--- src/rtl/fmd_pkg.sv ---
// fmd_pkg: shared indices and constants for the FP mul/div output stage
package fmd_pkg;
    localparam int DP_EXP_W  = 11;
    localparam int DP_FRAC_W = 52;
    localparam int FLQ_DBZ  = 0;
    localparam int FLQ_INV  = 1;
    localparam int FLQ_NAN  = 2;
    localparam int FLQ_INF  = 3;
    localparam int FLQ_ZERO = 4;
    localparam int EXC_INX = 0;
    localparam int EXC_UNF = 1;
    localparam int EXC_OVF = 2;
    localparam int EXC_DBZ = 3;
    localparam int EXC_INV = 4;
    localparam logic [DP_EXP_W-1:0] EXP_ONES = '1;
    localparam int QNAN_BIT = DP_FRAC_W - 1;
    typedef logic [4:0] exc_t;
endpackage

--- src/rtl/fmd_pipe_stage.sv ---
// fmd_pipe_stage: one-deep valid/ready register slice
module fmd_pipe_stage #(
    parameter int W = 8
) (
    input  logic         clk,
    input  logic         rst,
    input  logic         valid_i,
    output logic         ready_o,
    input  logic [W-1:0] data_i,
    output logic         valid_o,
    input  logic         ready_i,
    output logic [W-1:0] data_o
);
    logic         valid_q;
    logic [W-1:0] data_q;

    assign ready_o = ~valid_q | ready_i;
    assign valid_o = valid_q;
    assign data_o  = data_q;

    always_ff @(posedge clk or posedge rst) begin
        if (rst) begin
            valid_q <= 1'b0;
            data_q  <= '0;
        end else if (ready_o) begin
            valid_q <= valid_i;
            if (valid_i) data_q <= data_i;
        end
    end
endmodule

--- src/rtl/fmd_spec_pack.sv ---
// fmd_spec_pack: special-case result select, exception vector and sticky flags
module fmd_spec_pack
    import fmd_pkg::*;
#(
    parameter int EXP_W  = DP_EXP_W,
    parameter int FRAC_W = DP_FRAC_W
) (
    input  logic                    clk,
    input  logic                    rst,
    input  logic                    in_valid,
    output logic                    in_ready,
    input  logic [FRAC_W+5:0]       flq,
    input  logic                    sq,
    input  logic [EXP_W+FRAC_W:0]   rnd_res,
    input  logic [2:0]              rnd_exc,
    output logic                    out_valid,
    input  logic                    out_ready,
    output logic [EXP_W+FRAC_W:0]   fp_out,
    output exc_t                    exc,
    input  logic                    sticky_clr,
    output exc_t                    sticky_flags
);
    localparam int FW = FRAC_W + 6;
    localparam int RW = 1 + EXP_W + FRAC_W;
    localparam int W1 = FW + RW + 4;
    localparam int W2 = RW + 5;

    logic          s1_valid, s2_ready;
    logic [W1-1:0] s1_data;
    logic [W2-1:0] s2_data;
    logic [FW-1:0] f;
    logic          s, special;
    logic [RW-1:0] r, res_d;
    logic [2:0]    re;
    exc_t          exc_d, sticky_q, sticky_d;

    fmd_pipe_stage #(.W(W1)) u_s1 (
        .clk(clk), .rst(rst),
        .valid_i(in_valid), .ready_o(in_ready), .data_i({flq, sq, rnd_res, rnd_exc}),
        .valid_o(s1_valid), .ready_i(s2_ready), .data_o(s1_data)
    );

    assign {f, s, r, re} = s1_data;
    assign special = f[FLQ_NAN] | f[FLQ_INF] | f[FLQ_ZERO];

    // NaN payload keeps its sign and fraction but is always made quiet
    always_comb begin
        res_d = f[FLQ_NAN]  ? {f[FW-1], EXP_ONES, f[FW-2:5] | (FRAC_W'(1) << QNAN_BIT)} :
                f[FLQ_INF]  ? {s, EXP_ONES, {FRAC_W{1'b0}}} :
                f[FLQ_ZERO] ? {s, {(RW-1){1'b0}}} : r;
        exc_d = '0;
        exc_d[EXC_INV] = special & f[FLQ_INV];
        exc_d[EXC_DBZ] = special & f[FLQ_DBZ];
        exc_d[EXC_OVF] = ~special & re[2];
        exc_d[EXC_UNF] = ~special & re[1];
        exc_d[EXC_INX] = ~special & re[0];
    end

    fmd_pipe_stage #(.W(W2)) u_s2 (
        .clk(clk), .rst(rst),
        .valid_i(s1_valid), .ready_o(s2_ready), .data_i({res_d, exc_d}),
        .valid_o(out_valid), .ready_i(out_ready), .data_o(s2_data)
    );

    assign {fp_out, exc} = s2_data;

    // clear and accumulate in the same cycle leave only the delivered result's flags
    assign sticky_d = (sticky_clr ? '0 : sticky_q) | ((out_valid & out_ready) ? exc : '0);
    assign sticky_flags = sticky_q;

    always_ff @(posedge clk or posedge rst) begin
        if (rst) sticky_q <= '0;
        else     sticky_q <= sticky_d;
    end
endmodule
--- config.mk ---
export PLATFORM = sky130hd
export DESIGN_NAME = fmd_spec_pack
export DESIGN_NICKNAME = d
export VERILOG_FILES = /design/src/rtl/fmd_pkg.sv /design/src/rtl/fmd_pipe_stage.sv /design/src/rtl/fmd_spec_pack.sv
export SDC_FILE = /design/constraint.sdc
export NUM_CORES = 1
export LEC_CHECK = 0
export CAP_MARGIN = 20
export CORE_MARGIN = 4
export CORE_UTILIZATION = 51
export CTS_BUF_LIST = sky130_fd_sc_hd__clkbuf_4 sky130_fd_sc_hd__clkbuf_8
export CTS_CLUSTER_SIZE = 16
export DETAILED_ROUTE_END_ITERATION = 10
export MAX_ROUTING_LAYER = met4
export PLACE_DENSITY = 0.89
export REMOVE_ABC_BUFFERS = 1
export SLEW_MARGIN = 20
export SYNTH_ARGS = -nofsm -noshare
export SYNTH_HDL_FRONTEND = slang
export SYNTH_SLANG_ARGS = --single-unit
export TNS_END_PERCENT = 50
--- constraint.sdc ---
create_clock -name clk -period 8.3 [get_ports clk]
set_input_delay 1.66 -clock clk [delete_from_list [all_inputs] [get_ports clk]]
set_output_delay 1.66 -clock clk [all_outputs]
set_load 0.05 [all_outputs]
==> results.toml <==
[sta]
period_share = 0.598
fin_crit_ns = 4.96
hold_violations = 0
fmax_mhz = 202
grt_setup_unrepaired = "no"
worst_pin_slew_ns = 0.949
final.setup.tns_ns = 0
setup_violations = 0
drv_slew = 0
slew_headroom = 0.367
fin_skew_ns = 0.0202
worst_slack_ns = 3.34

[clocking]
clk_latency_ns = 0.50
cts.sinks = 201
cts.clk_slew.worst_paths_ns = 0.06
cts_tree = "built"
ctsHoldBuffers = 0
root_buffer = "clkbuf_8"
numCtsBuffers = 34
cts_resized = 0
htreeDepth = 2
postCtsSetupBuffers = 0
cts_max_path_buffers = 3

[detailed_routing]
drtIter0Drc = 440
avgViaCountPerCell = 5.67
dr.pass1.iters = 5
num_vias = 5853
route.detailed.drc = 0
final_antenna_net_count = 0
wire_per_inst_um = 19.6
wirelength_mm = 20.2

[placed_design]
place_hpwl_mm = 12.8
preCtsSetupSlack_ns = 3.35
placed_cells = 980
place_congestion = 0.813
io_buffers = 205

[synthesis]
synth_cell_types = 28
syn_area_um2 = 8130
yosysSeqAreaShare = 0.619
syn_area_per_cell_um2 = 13.4
ys_warn_count = 0
ys_ff_latch = 201
syn-instance-count = 605

[setup_path]
arrival_ns = 3.30
crit_fanout = 8
critPathLaunch = "out_ready"
end_kind = "output pin"
r2r_start = "u_s2.valid_o"
cp-start-kind = "input port"
worstSetupPathType = "in2out"
cp.required_ns = 6.64

[global_route]
grt_pass1_vias = 6344
grt_pass1_wl_mm = 32.4
grt_max_degree = 139
antenna_found_initial = 0
grt.total_usage = 0.230
grt_overflow = 0

[floorplan]
die-area_um2 = 18000
num_rows = 45
die_y_um = 134
dieWidth_um = 134
ioPinCount = 207
core_area_um2 = 15400
start_util = 0.527

[finish]
mostFrequentLayoutCell = "clkdlybuf4s50_1"
instances_no_fill = 1033
layout_common_cells = "clkdlybuf4s50_1 (205), dfrtp_1 (200), mux2_2 (91)"
antennaDiodeCount = 0
layout.nets = 936
drive_gt1_frac = 0.196
syn_to_final_growth_pct = 34.1

[power_and_ir_drop]
worst_ir_drop_vdd_mv = 0.162
p_leak_nw = 4.60
p_per_area_nw_per_um2 = 277

[worst_hold_path]
min_path_type = "reg2reg"
hold_start = "u_s1.data_o[1]"

[job]
cap_violations = 0

[status]
run_status = "completed"
[per-layer routing]
metal | track usage | share of wire | up-vias
li1 | - | - | 2612
met1 | 0.278 | 0.39 | 2957
met2 | 0.379 | 0.51 | 245
met3 | 0.0540 | 0.072 | 39
met4 | 0.0877 | 0.024 | 0
met5 | - | 0 | -
[synthesized netlist by cell type, drive strengths merged]
master  instances  area, um2
mux2          125       1410
nor2            1       3.75
clkbuf         18       67.6
nand3           7       35.0
nand3b          1       11.3
nor4            1       21.3
a22o            3       26.3
or2             1       6.26
a221o          51        510
inv             8       30.0
o21ai          32        160
nor2b           1       6.26
a211oi          1       7.51
o31ai           1       7.51
dfrtp         201       5030
a21oi          14       70.1
and2b           1       10.0
buf            30        230
nor3           51        255
nand2b          2       15.0
nand2          54        208
o21a            1       7.51
[kinds of logic (layout without fill, tap and decap cells)]
kind of cell / Yosys count / count (layout) / share of synthesized area
flops: 201 / 201 / 0.619
simple gates: 120 / 120 / 0.0704
compound gates: 103 / 103 / 0.0972
mux: 125 / 125 / 0.173
buf+inv: 56 / 273 / 0.0403
[report_power, final]
part | internal (mW) | switching, mW
Combinational | 0.343 | 0.512
Clock | 0.526 | 0.369
Sequential | 1.16 | 0.107
[stage by stage]
| step | hold WS (ns) | util | total power, mW | cell area, um2 |
|---|---|---|---|---|
| 3_3_place_gp | 0.470 | 0.662 | 2.10 | 10200 |
| 6_report | 0.490 | 0.706 | 3.01 | 10900 |
| 2_1_floorplan | 0.461 | - | 1.80 | 7830 |
| 4_1_cts | 0.491 | 0.706 | 3.04 | 10900 |
| 3_5_place_dp | 0.478 | 0.662 | 2.13 | 10200 |
| 5_1_grt | 0.505 | 0.706 | 3.14 | 10900 |
[worst paths after layout]
kind                                    to  slack (ns)  cells after the start
min in group asynchronous  u_s2.data_o[14]        1.79                      2
max in group asynchronous  u_s1.data_o[70]        5.13                      3
min reg2reg                 u_s2.data_o[1]        0.49                      1
max reg2reg                u_s1.data_o[19]        5.54                      4
max                               in_ready        3.34                      3
min                         u_s2.data_o[1]        0.49                      1
[worst max-delay path, stage by stage]
cell and delay [ns]:
clkdlybuf4s50_1 0.61, nand3b_2 0.21, clkdlybuf4s50_1 0.82
[registers in the layout, summed over array words and instances (netlist names)]
name          count
u_s1.valid_o      1
u_s2.data_o      69
sticky_flags      5
u_s2.valid_o      1
u_s1.data_o     125
[cell type report]
| class | instances | area, um2 |
|---|---|---|
| well taps | 211 | 264 |
| repair buffers | 212 | 2100 |
| inverters | 8 | 37.5 |
| flip-flops and latches | 201 | 5030 |
| fillers | 1064 | 4530 |
| clock buffers | 52 | 653 |
| multi-input cells | 348 | 2770 |
| clock inverters | 1 | 30.0 |
Note: power is estimated with default switching activity, not from simulation.
